==> src/rtl/path_measure_ctrl.sv <==
// Path-delay measurement controller: closes the delay chain into a ring oscillator
// for a programmed window and counts its synchronized rising edges.
module path_measure_ctrl #(
  parameter int CNT_W         = 16,
  parameter int WIN_W         = 16,
  parameter int SETTLE_CYCLES = 4
) (
  input  logic             clk,
  input  logic             rstN,
  input  logic             start,
  input  logic             abort,
  input  logic [WIN_W-1:0] windowCycles,
  input  logic             pathResult,
  output logic             ringEnable,
  output logic             busy,
  output logic             done,
  output logic [CNT_W-1:0] edgeCount,
  output logic             overflow
);

  localparam int SET_W = (SETTLE_CYCLES > 1) ? $clog2(SETTLE_CYCLES) : 1;
  localparam logic [SET_W-1:0] SETTLE_LAST = SET_W'(SETTLE_CYCLES - 1);
  localparam logic [CNT_W-1:0] CNT_MAX     = {CNT_W{1'b1}};

  typedef enum logic [2:0] {
    IDLE   = 3'd0,
    SETTLE = 3'd1,
    RUN    = 3'd2,
    DRAIN  = 3'd3,
    REPORT = 3'd4
  } state_t;

  state_t             state_r;
  state_t             state_s;
  logic               syncA_r;
  logic               syncB_r;
  logic               syncPrev_r;
  logic               rise_s;
  logic [SET_W-1:0]   settleCnt_r;
  logic [WIN_W-1:0]   winLen_r;
  logic [WIN_W-1:0]   winCnt_r;
  logic               drainCnt_r;
  logic [CNT_W-1:0]   cnt_r;
  logic [CNT_W-1:0]   cnt_s;
  logic               ovf_r;
  logic               ovf_s;

  assign rise_s = syncB_r & ~syncPrev_r;

  // Two-flop synchronizer for the asynchronous chain output plus edge-history flop
  always_ff @(posedge clk or negedge rstN) begin
    if (!rstN) begin
      syncA_r    <= 1'b0;
      syncB_r    <= 1'b0;
      syncPrev_r <= 1'b0;
    end else begin
      syncA_r    <= pathResult;
      syncB_r    <= syncA_r;
      syncPrev_r <= syncB_r;
    end
  end

  // Next-state logic; abort wins over everything in the measuring states
  always_comb begin
    state_s = state_r;
    case (state_r)
      IDLE: begin
        if (start && !abort) state_s = SETTLE;
        else                 state_s = IDLE;
      end
      SETTLE: begin
        if (abort)                           state_s = IDLE;
        else if (settleCnt_r == SETTLE_LAST) state_s = (winLen_r == '0) ? DRAIN : RUN;
        else                                 state_s = SETTLE;
      end
      RUN: begin
        if (abort)                                        state_s = IDLE;
        else if (winCnt_r == winLen_r - WIN_W'(1'b1))     state_s = DRAIN;
        else                                              state_s = RUN;
      end
      DRAIN: begin
        if (abort)           state_s = IDLE;
        else if (drainCnt_r) state_s = REPORT;
        else                 state_s = DRAIN;
      end
      REPORT:  state_s = IDLE;
      default: state_s = IDLE;
    endcase
  end

  // Saturating edge counter with sticky overflow, cleared while settling
  always_comb begin
    cnt_s = cnt_r;
    ovf_s = ovf_r;
    if (state_r == SETTLE) begin
      cnt_s = '0;
      ovf_s = 1'b0;
    end else if ((state_r == RUN || state_r == DRAIN) && rise_s) begin
      if (cnt_r == CNT_MAX) ovf_s = 1'b1;
      else                  cnt_s = cnt_r + CNT_W'(1'b1);
    end else begin
      cnt_s = cnt_r;
      ovf_s = ovf_r;
    end
  end

  // State register and phase counters
  always_ff @(posedge clk or negedge rstN) begin
    if (!rstN) begin
      state_r     <= IDLE;
      settleCnt_r <= '0;
      winLen_r    <= '0;
      winCnt_r    <= '0;
      drainCnt_r  <= 1'b0;
      cnt_r       <= '0;
      ovf_r       <= 1'b0;
    end else begin
      state_r     <= state_s;
      settleCnt_r <= (state_r == SETTLE) ? settleCnt_r + SET_W'(1'b1) : '0;
      winCnt_r    <= (state_r == RUN) ? winCnt_r + WIN_W'(1'b1) : '0;
      drainCnt_r  <= (state_r == DRAIN) ? ~drainCnt_r : 1'b0;
      cnt_r       <= cnt_s;
      ovf_r       <= ovf_s;
      if (state_r == IDLE && state_s == SETTLE) winLen_r <= windowCycles;
      else                                      winLen_r <= winLen_r;
    end
  end

  // Registered outputs decoded from the next state so they line up with the state they describe
  always_ff @(posedge clk or negedge rstN) begin
    if (!rstN) begin
      ringEnable <= 1'b0;
      busy       <= 1'b0;
      done       <= 1'b0;
      edgeCount  <= '0;
      overflow   <= 1'b0;
    end else begin
      ringEnable <= (state_s == RUN);
      busy       <= (state_s != IDLE);
      done       <= (state_s == REPORT);
      // Result is captured on entry to REPORT so it is valid together with done
      if (state_s == REPORT) begin
        edgeCount <= cnt_s;
        overflow  <= ovf_s;
      end else begin
        edgeCount <= edgeCount;
        overflow  <= overflow;
      end
    end
  end

endmodule

==> config.mk <==
export PLATFORM = sky130hd
export DESIGN_NAME = path_measure_ctrl
export DESIGN_NICKNAME = d
export VERILOG_FILES = /design/src/rtl/path_measure_ctrl.sv
export SDC_FILE = /design/constraint.sdc
export NUM_CORES = 1
export LEC_CHECK = 0
export CAP_MARGIN = 0
export CORE_MARGIN = 2
export CORE_UTILIZATION = 25
export CTS_BUF_LIST = sky130_fd_sc_hd__clkbuf_4
export CTS_CLUSTER_DIAMETER = 30
export DETAILED_ROUTE_END_ITERATION = 16
export PLACE_DENSITY = 0.42
export SKIP_CTS_REPAIR_TIMING = 1
export SYNTH_ARGS = -nofsm -noshare
export SYNTH_HDL_FRONTEND = slang
export SYNTH_SLANG_ARGS = --single-unit
==> constraint.sdc <==
create_clock -name clk -period 2.82 [get_ports clk]
set_input_delay 0.564 -clock clk [delete_from_list [all_inputs] [get_ports clk]]
set_output_delay 0.564 -clock clk [all_outputs]
set_load 0.03 [all_outputs]
# Yosys cells after proc, flatten, opt, wreduce, memory -nomap -nowiden
# Cells that the tools add are included.
[totals]
reg_bits = 78
latch_bits = 0
ramBits = 0
romBits = 0
in_bits = 21
output_inout_bits = 20
word_cells = 57
mem_count = 0
[classes]
addsub = 4
multipliers = 0
n_div = 0
order_cmp = 0
n_eq_ne = 9
shifts = 0
muxes = 18
n_bitwise = 3
reduce_logical = 8
[op_table]
columns = ["operator", "count"]
rows = [
  ["$mux W16", 4],
  ["$add A16 B1 Y16 const B", 2],
  ["$eq A16 B16 Y1", 1],
  ["$eq A16 B16 Y1 const B", 1],
  ["$logic_not A16 Y1", 1],
  ["$sub A16 B1 Y16 const B", 1],
  ["$pmux W3 S4", 1],
  ["$eq A3 B2 Y1 const B", 3],
  ["$mux W2", 4],
  ["$mux W1", 7],
  ["$eq A3 B1 Y1 const B", 2],
  ["$mux W3", 2],
  ["$eq A3 B3 Y1 const B", 1],
  ["$logic_and A1 B1 Y1", 3],
  ["$logic_not A3 Y1", 1],
  ["$reduce_bool A3 Y1", 1],
  ["$add A2 B1 Y2 const B", 1],
  ["$eq A2 B2 Y1 const B", 1],
  ["$not A1 Y1", 2],
  ["$and A1 B1 Y1", 1],
  ["$logic_not A1 Y1", 1],
  ["$logic_or A1 B1 Y1", 1],
]

# Logic depth before layout (Yosys ltp)
# Gate-level depths: netlist of run 1.
[depth]
ltp_word = 7
depth_mapped = 8
ltp_nobuf = 8

# Worst setup path before layout of run 1
# No wires, ideal clock.
[synth_timing]
path_type = "register to register"
start = "register winLen_r[3]"
end = "register ringEnable"
setup_time_ns = 0.147
arrival_ns = 2.257
required_time_ns = 2.673
path_slack_ns = 0.416
stages_incl_launch_ff = 8
path_buffers = 1
period_less_slack_ns = 2.404
path_cell_list = "dfrtp_1 -> buf_6 -> or4_4 -> o32ai_2 -> o41ai_1 -> or4_1 -> nor4_2 -> a21oi_1"
[synth_between]
elab_chain_cells = 6
word_cells_on_any_way = 10
cone_classes = "add/sub (1); eq/ne (2); mux (6); reduce/logical (1)"
[synth_rtl]
columns = ["element", "line", "source"]
rows = [
  ["from (decl)", "40", "logic [WIN_W-1:0] winLen_r;"],
  ["from (signal assigned)", "124", "if (state_r == IDLE && state_s == SETTLE) winLen_r <= windowCycles;"],
  ["from (signal assigned)", "125", "else winLen_r <= winLen_r;"],
  ["$sub A16 B1 Y16 or $logic_not A16 Y1 (tied branches)", "78, 73", ""],
  ["$eq A16 B16 Y1 or $mux W1 (tied branches)", "78, 73", ""],
  ["$mux W1 or $mux W2 (tied branches)", "78, 73", ""],
  ["$mux W2, on equally long branches", "77, 72", ""],
  ["$pmux W3 S4 (*)", "66", "case (state_r)"],
  ["$eq A3 B2 Y1 (*)", "138", "ringEnable <= (state_s == RUN);"],
  ["to (signal assigned)", "138", ""],
  ["to (decl)", "14", "output logic ringEnable,"],
]
# Every way passes the cells marked *; elsewhere a longest branch is shown, timed or not.
# A chain may end at the register's enable or synchronous reset.

# Worst setup path after layout of run 1
[layout_timing]
start = "register winLen_r[4]"
end = "register ringEnable"
# Same word-level chain as after synthesis.

==> results.json, run 1 <==
{
  "buffer_ports.inserted": 40,
  "critical_path.cell_chain": "or4_4 -> o32ai_2 -> o41ai_1 -> or4_1 -> nor4_2 -> a21oi_1",
  "rsz0062_at_grt": "false",
  "postRouteWirelength_mm": 8.39,
  "netlist_instances": 367,
  "net-switching-power_mw": 0.658,
  "layout_worst_path_cycle_share_pct": 87.8,
  "synth_warnings": 0,
  "worstSkewPairLatency_ps": 460,
  "p_leak_nw": 1.88,
  "die_w_um": 127,
  "syn_to_final_growth_pct": 21.3,
  "synthesis.nets": 392,
  "synth_sequential_area_ratio_pct": 51.9,
  "power.density_nw_per_um2": 504,
  "post_layout_minimum_cycle_time_ps": 2480,
  "globalRouteOverflowTotal": 0,
  "p_total_mw": 2.30,
  "max_clock_freq_ghz": 0.404,
  "yosys.area.top_type": "sky130_fd_sc_hd__dfrtp_1",
  "layout.area.seq_um2": 1950,
  "h-tree-depth": 3,
  "synth_async_sr_flop_share_pct": 100,
  "synthDominantCellAreaShare_pct": 51.9,
  "fillers": 1518,
  "synth_enable_flop_cells": 0,
  "cp.arrival_ps": 2790,
  "half_perimeter_wire_length_after_detailed_placement_mm": 6.16,
  "synthesis.area_um2": 3760,
  "io-pin-count": 41,
  "worst-setup-path-type": "flop to flop",
  "core_area_um2": 14600,
  "cellInternalPower_mw": 1.64,
  "seq_power_share_pct": 54.6,
  "timing.final.setup_violations": 0,
  "routed-via-count": 2739,
  "first_pass_iters": 4,
  "grt.total_usage_pct": 11.5,
  "tritoncts_num_sinks": 78,
  "distinct_cell_type_count_of_the_synthesized_netlist": 48,
  "outcome": "complete, no violations",
  "clock_tree_from_tritoncts": "done",
  "yosys-top-cells-area": "sky130_fd_sc_hd__dfrtp_1, sky130_fd_sc_hd__xnor2_1, sky130_fd_sc_hd__nor2_1, sky130_fd_sc_hd__mux2_2, sky130_fd_sc_hd__xor2_1",
  "avgSynthCellArea_um2": 10.2,
  "clock_skew_ps": 22.8,
  "postSynthRegisterBits": 78,
  "fin_nets": 440,
  "critical_path.max_fanout": 6,
  "drt-initial-drc-count": 126,
  "required_ps": 3140,
  "place.gp.congestion": 0.774,
  "fin_ws_ps": 345,
  "antenna_violations_before_repair": 0,
  "grt_pass1_wl_mm": 14.5,
  "timing.slew.headroom_pct": 58.4,
  "final-max-slew-violation-count": 0,
  "setup_total_negative_slack_ps": 0,
  "via_count_of_the_first_global_routing_pass": 2816,
  "start_util_pct": 25.8,
  "netSwitchingFraction_pct": 28.6,
  "dominantRegCellSynth": "sky130_fd_sc_hd__dfrtp_1",
  "die_area_um2": 16000,
  "timing.final.hold_violations": 0,
  "finalInstanceArea_um2": 4560,
  "detail_route.drc_violations": 0,
  "detailed_place.area_um2": 4410,
  "crit_path_top_delay_cell": "sky130_fd_sc_hd__or4_1",
  "worstSetupStartpointType": "flop",
  "hold_path_class": "input pin to asynchronous set/reset pin",
  "cp-end-kind": "flop",
  "peak_vdd_ir_v": 0.000335,
  "num_rows": 44,
  "clkTransAtPathRegs_ps": 140,
  "max-cap-violations": 0,
  "comb_power_share_pct": 14.7,
  "tightestPinTransition_ps": 609,
  "power.share.clock_pct": 30.7,
  "detailed_route_vias_per_instance": 4.53,
  "timing.critical_path.buf_inv": 0,
  "cpPeakStageDelay_ps": 560,
  "cts.root.buffer_cell": "sky130_fd_sc_hd__clkbuf_4",
  "pin_count_of_the_biggest_net_entering_global_routing": 47,
  "final_antenna_net_count": 0,
  "route.detailed.wl_per_inst_um": 13.9,
  "cts_inserted_buffers": 9,
  "final_layout_size_suffix_gt1_share_pct": 11.2,
  "floorplan.die.height_um": 127,
  "num_antenna_cells": 0,
  "cp_top_delay_family": "simple AND/OR/NAND/NOR gates",
  "ctsLongestPathBuffers": 2,
  "place_worst_setup_slack_ps": 372,
  "multi_input_comb_area_um2": 1720
}
==> worst register-to-register path: stages (launching register included) <==
cell and delay [ps]:
sky130_fd_sc_hd__dfrtp_1 460, sky130_fd_sc_hd__or4_4 540, sky130_fd_sc_hd__o32ai_2 250, sky130_fd_sc_hd__o41ai_1 100
sky130_fd_sc_hd__or4_1 560, sky130_fd_sc_hd__nor4_2 330, sky130_fd_sc_hd__a21oi_1 110
==> path summary, 6_finish.rpt <==
path | slack (ps) | depth (start not counted) | to | startpoint
hold / removal | 100 | 1 | edgeCount[6] | rstN
setup / recovery | 340 | 6 | ringEnable | winLen_r[4]
min in group clk | 370 | 0 | syncB_r | syncA_r
max in group asynchronous | 2100 | 2 | winCnt_r[8] | rstN
setup reg to reg | 340 | 6 | ringEnable | winLen_r[4]
hold reg to reg | 370 | 0 | syncB_r | syncA_r
==> sequential cells by signal, summed over array words and instances (netlist names) <==
register     cells
cnt_r           16
edgeCount       16
winCnt_r        16
winLen_r        16
state_r          3
settleCnt_r      2
busy             1
done             1
drainCnt_r       1
overflow         1
ovf_r            1
ringEnable       1
syncA_r          1
syncB_r          1
syncPrev_r       1
==> power by group through the flow <==
stage | logic, mW | clock network (mW) | registers [mW]
2_1_floorplan | 0.239 | 0 | 1.25
3_3_place_gp | 0.345 | 0 | 1.28
3_5_place_dp | 0.344 | 0 | 1.28
4_1_cts | 0.346 | 0.751 | 1.26
5_1_grt | 0.382 | 0.798 | 1.27
6_report | 0.338 | 0.707 | 1.25
==> final cells by class <==
cell class	count	area share, %
tap	184	5.05
multi-input combinational	268	37.7
clock buffer	10	1.65
sequential	78	42.8
timing repair buffer	49	10.5
clock inverter	6	1.51
inverter	9	0.741
==> metrics by stage <==
stage / util, % / std cells / hold slack, ps
2_1_floorplan: - / 367 / 268
3_3_place_gp: 30.2 / 588 / 339
3_5_place_dp: 30.2 / 588 / 342
4_1_cts: 31.2 / 604 / 74.6
5_1_grt: 31.2 / 604 / 92.2
6_report: 31.2 / 604 / 104
==> layer usage <==
metal / vias up / wire length [µm] / global-route usage, %
li1: 1366 / - / -
met1: 1318 / 3840 / 14.3
met2: 44 / 4100 / 18.9
met3: 11 / 338 / 3.92
met4: 0 / 113 / 3.10
met5: - / 0 / 0
==> kinds of logic after synthesis <==
group | count (synthesis) | share of synthesized area (%)
adders and majority gates | 4 | 1.33
AOI/OAI and AO/OA | 42 | 7.76
DFF | 78 | 51.9
muxes | 20 | 5.86
and+or+nand+nor | 158 | 20.5
xor gates and xnor gates | 44 | 10.3
buffers and inverters | 21 | 2.30
==> cell usage in the layout, fill, tap and decap left out, types with 3 or more instances in the layout <==
| master | instances |
|---|---|
| sky130_fd_sc_hd__clkbuf_4 | 10 |
| sky130_fd_sc_hd__nand4_1 | 7 |
| sky130_fd_sc_hd__nor2b_1 | 8 |
| sky130_fd_sc_hd__nor4_1 | 4 |
| sky130_fd_sc_hd__o21ai_0 | 15 |
| sky130_fd_sc_hd__inv_1 | 9 |
| sky130_fd_sc_hd__dfrtp_1 | 78 |
| sky130_fd_sc_hd__mux2i_1 | 4 |
| sky130_fd_sc_hd__o31ai_1 | 4 |
| sky130_fd_sc_hd__mux2_2 | 16 |
| sky130_fd_sc_hd__xor2_1 | 20 |
| sky130_fd_sc_hd__xnor2_1 | 24 |
| sky130_fd_sc_hd__nor2_1 | 50 |
| sky130_fd_sc_hd__nand2b_1 | 6 |
| sky130_fd_sc_hd__a21oi_1 | 4 |
| sky130_fd_sc_hd__and3_1 | 3 |
| sky130_fd_sc_hd__nand2_1 | 37 |
| sky130_fd_sc_hd__a211oi_1 | 3 |
| sky130_fd_sc_hd__clkdlybuf4s50_1 | 39 |
| sky130_fd_sc_hd__ha_1 | 4 |
| sky130_fd_sc_hd__nor3_1 | 9 |
| sky130_fd_sc_hd__buf_4 | 9 |
| sky130_fd_sc_hd__nand3_1 | 17 |
==> synth_stat cells (all sizes together), types with 2 or more instances <==
| master | number |
|---|---|
| nand4b | 2 |
| o41ai | 2 |
| and4 | 2 |
| ha | 4 |
| buf | 2 |
| nand4 | 7 |
| or3 | 2 |
| clkbuf | 10 |
| dfrtp | 78 |
| a21oi | 4 |
| nor3 | 9 |
| a211oi | 3 |
| xor2 | 20 |
| nor4 | 5 |
| or2 | 2 |
| and3 | 3 |
| o21ai | 15 |
| mux2 | 16 |
| a21o | 2 |
| nand3b | 2 |
| inv | 9 |
| nand2b | 6 |
| nand2 | 37 |
| mux2i | 4 |
| nor2b | 8 |
| nor2 | 50 |
| xnor2 | 24 |
| nand3 | 17 |
| or4 | 3 |
| o31ai | 4 |
Note: power is estimated with default switching activity, not from simulation.
==> inputs of run 2 (changes only) <==
--- a/config.mk
+++ b/config.mk
@@ -11,6 +11,7 @@
 export CTS_BUF_LIST = sky130_fd_sc_hd__clkbuf_4
 export CTS_CLUSTER_DIAMETER = 30
 export DETAILED_ROUTE_END_ITERATION = 16
+export GPL_TIMING_DRIVEN = 0
 export PLACE_DENSITY = 0.42
 export SKIP_CTS_REPAIR_TIMING = 1
 export SYNTH_ARGS = -nofsm -noshare
==> run 2 against run 1 <==
Maximum frequency fell by 2.6%. First-iteration DRC count is 25% higher. Critical path depth up 1. Largest power group unchanged.
==> results.json, run 2 (synthesis gave the netlist of run 1 again) <==
{
  "outcome": "complete, no violations",
  "top_layer": "met4",
  "tritoncts_num_sinks": 78,
  "clock_skew_ps": 15.2,
  "worst-setup-path-type": "flop to flop",
  "h-tree-depth": 3,
  "floorplan.die.height_um": 127,
  "start_util_pct": 25.8,
  "metal2_wl_mm": 4.31,
  "num_antenna_cells": 0,
  "drt-initial-drc-count": 158,
  "worst-r2r-setup-slack_ps": 280,
  "max-cap-violations": 0,
  "critical_path.max_fanout": 8,
  "final_antenna_net_count": 0,
  "worst_hold_path.num_cells": 0,
  "io-pin-count": 41,
  "pin_count_of_the_biggest_net_entering_global_routing": 58,
  "ctsLongestPathBuffers": 2,
  "half_perimeter_wire_length_after_detailed_placement_mm": 6.49,
  "die_w_um": 127,
  "final_cell_mix": "sky130_fd_sc_hd__dfrtp_1, sky130_fd_sc_hd__nor2_1, sky130_fd_sc_hd__clkdlybuf4s50_1",
  "postRouteWirelength_mm": 8.62,
  "route.detailed.wl_per_inst_um": 14.2,
  "peak_vdd_ir_v": 0.000225,
  "num_rows": 44,
  "layout_worst_path_cycle_share_pct": 90.1,
  "setup_total_negative_slack_ps": 0,
  "cts_inserted_buffers": 9,
  "p_leak_nw": 1.88,
  "timing.rr.start": "winLen_r[3]",
  "cp.arrival_ps": 2850,
  "grt_pass1_wl_mm": 14.7,
  "worstSetupStartpointType": "flop",
  "via_count_of_the_first_global_routing_pass": 2927,
  "power.density_nw_per_um2": 525,
  "timing.slew.headroom_pct": 50.5,
  "detailed_place.area_um2": 4410,
  "fin_ws_ps": 279,
  "antenna_violations_before_repair": 0,
  "wirelength_met1_mm": 3.85,
  "max_clock_freq_ghz": 0.394,
  "routed-via-count": 2775,
  "rsz0062_at_grt": "false",
  "finalInstanceArea_um2": 4600,
  "p_total_mw": 2.41,
  "cts.root.buffer_cell": "sky130_fd_sc_hd__clkbuf_4",
  "most_common_cell_after_layout_fill_and_taps_aside": "sky130_fd_sc_hd__dfrtp_1",
  "met3_wirelength_um": 336,
  "final_layout_size_suffix_gt1_share_pct": 8.73,
  "detailed_route_vias_per_instance": 4.56,
  "grt.total_usage_pct": 11.7,
  "place_worst_setup_slack_ps": 12.3,
  "place.gp.congestion": 0.785,
  "cp-end-kind": "flop",
  "crit-reg2reg-capture": "ringEnable",
  "syn_to_final_growth_pct": 22.4,
  "final-max-slew-violation-count": 0,
  "core_area_um2": 14600,
  "clkTransAtPathRegs_ps": 120,
  "timing.final.hold_violations": 0,
  "detail_route.drc_violations": 0,
  "worst_hold_path.endpoint": "syncB_r",
  "clock_tree_from_tritoncts": "done",
  "die_area_um2": 16000,
  "worstSkewPairLatency_ps": 450,
  "fin_nets": 445,
  "hold_path_startpoint": "syncA_r",
  "number_of_cells_on_the_worst_reg_to_reg_path": 7,
  "required_ps": 3130,
  "buffer_ports.inserted": 40,
  "globalRouteOverflowTotal": 0,
  "first_pass_iters": 4,
  "timing.final.setup_violations": 0,
  "tightestPinTransition_ps": 735,
  "post_layout_minimum_cycle_time_ps": 2540,
  "hold_path_class": "flop to flop"
}
## run 2: final cells by class
cell class	instances	area, µm²
Inverter	9	33.8
Clock buffer	9	67.6
Sequential cell	78	1950
Timing Repair Buffer	42	435
Buffer	12	52.6
Tap cell	184	230
Clock inverter	6	101
Fill cell	1512	9990
Multi-Input combinational cell	268	1730
## run 2: metal layers
layer,GRT usage [%],vias to the layer above
li1,-,1377
met5,0,-
met2,20.1,39
met4,3.62,0
met3,3.96,9
met1,14.0,1350
## run 2: how the worst max path moves through the flow
stage | depth (start not counted) | slack, ps | to | from
floorplan | 7 | 420 | ringEnable | winLen_r[3]
global placement | 1 | -1730 | winCnt_r[9] | rstN
detailed placement | 5 | 10 | winLen_r[13] | abort
CTS | 7 | 130 | ringEnable | winLen_r[3]
global route | 8 | 90 | ringEnable | winLen_r[0]
finish | 7 | 280 | ringEnable | winLen_r[3]
## run 2: power by group
part / total [mW] / switching [mW] / internal (mW) / leakage, nW
logic: 0.344 / 0.166 / 0.178 / 0.744
clock network: 0.824 / 0.388 / 0.436 / 0.0885
registers: 1.25 / 0.0726 / 1.17 / 1.04
## run 2: through the flow
stage	util, %	hold WS, ps	cells
final	31.5	366	608
after global routing	31.5	381	608
after CTS	31.4	-43.0	607
after detailed placement	30.2	341	592
after global placement	30.1	339	591
after floorplan	-	268	367
## run 2: critical path: stages, from the launching register on
cell                      delay (ps)
sky130_fd_sc_hd__dfrtp_1         400
sky130_fd_sc_hd__buf_6           140
sky130_fd_sc_hd__or4_4           540
sky130_fd_sc_hd__o32ai_2         240
sky130_fd_sc_hd__o41ai_1         100
sky130_fd_sc_hd__or4_1           550
sky130_fd_sc_hd__nor4_2          330
sky130_fd_sc_hd__a21oi_1         120
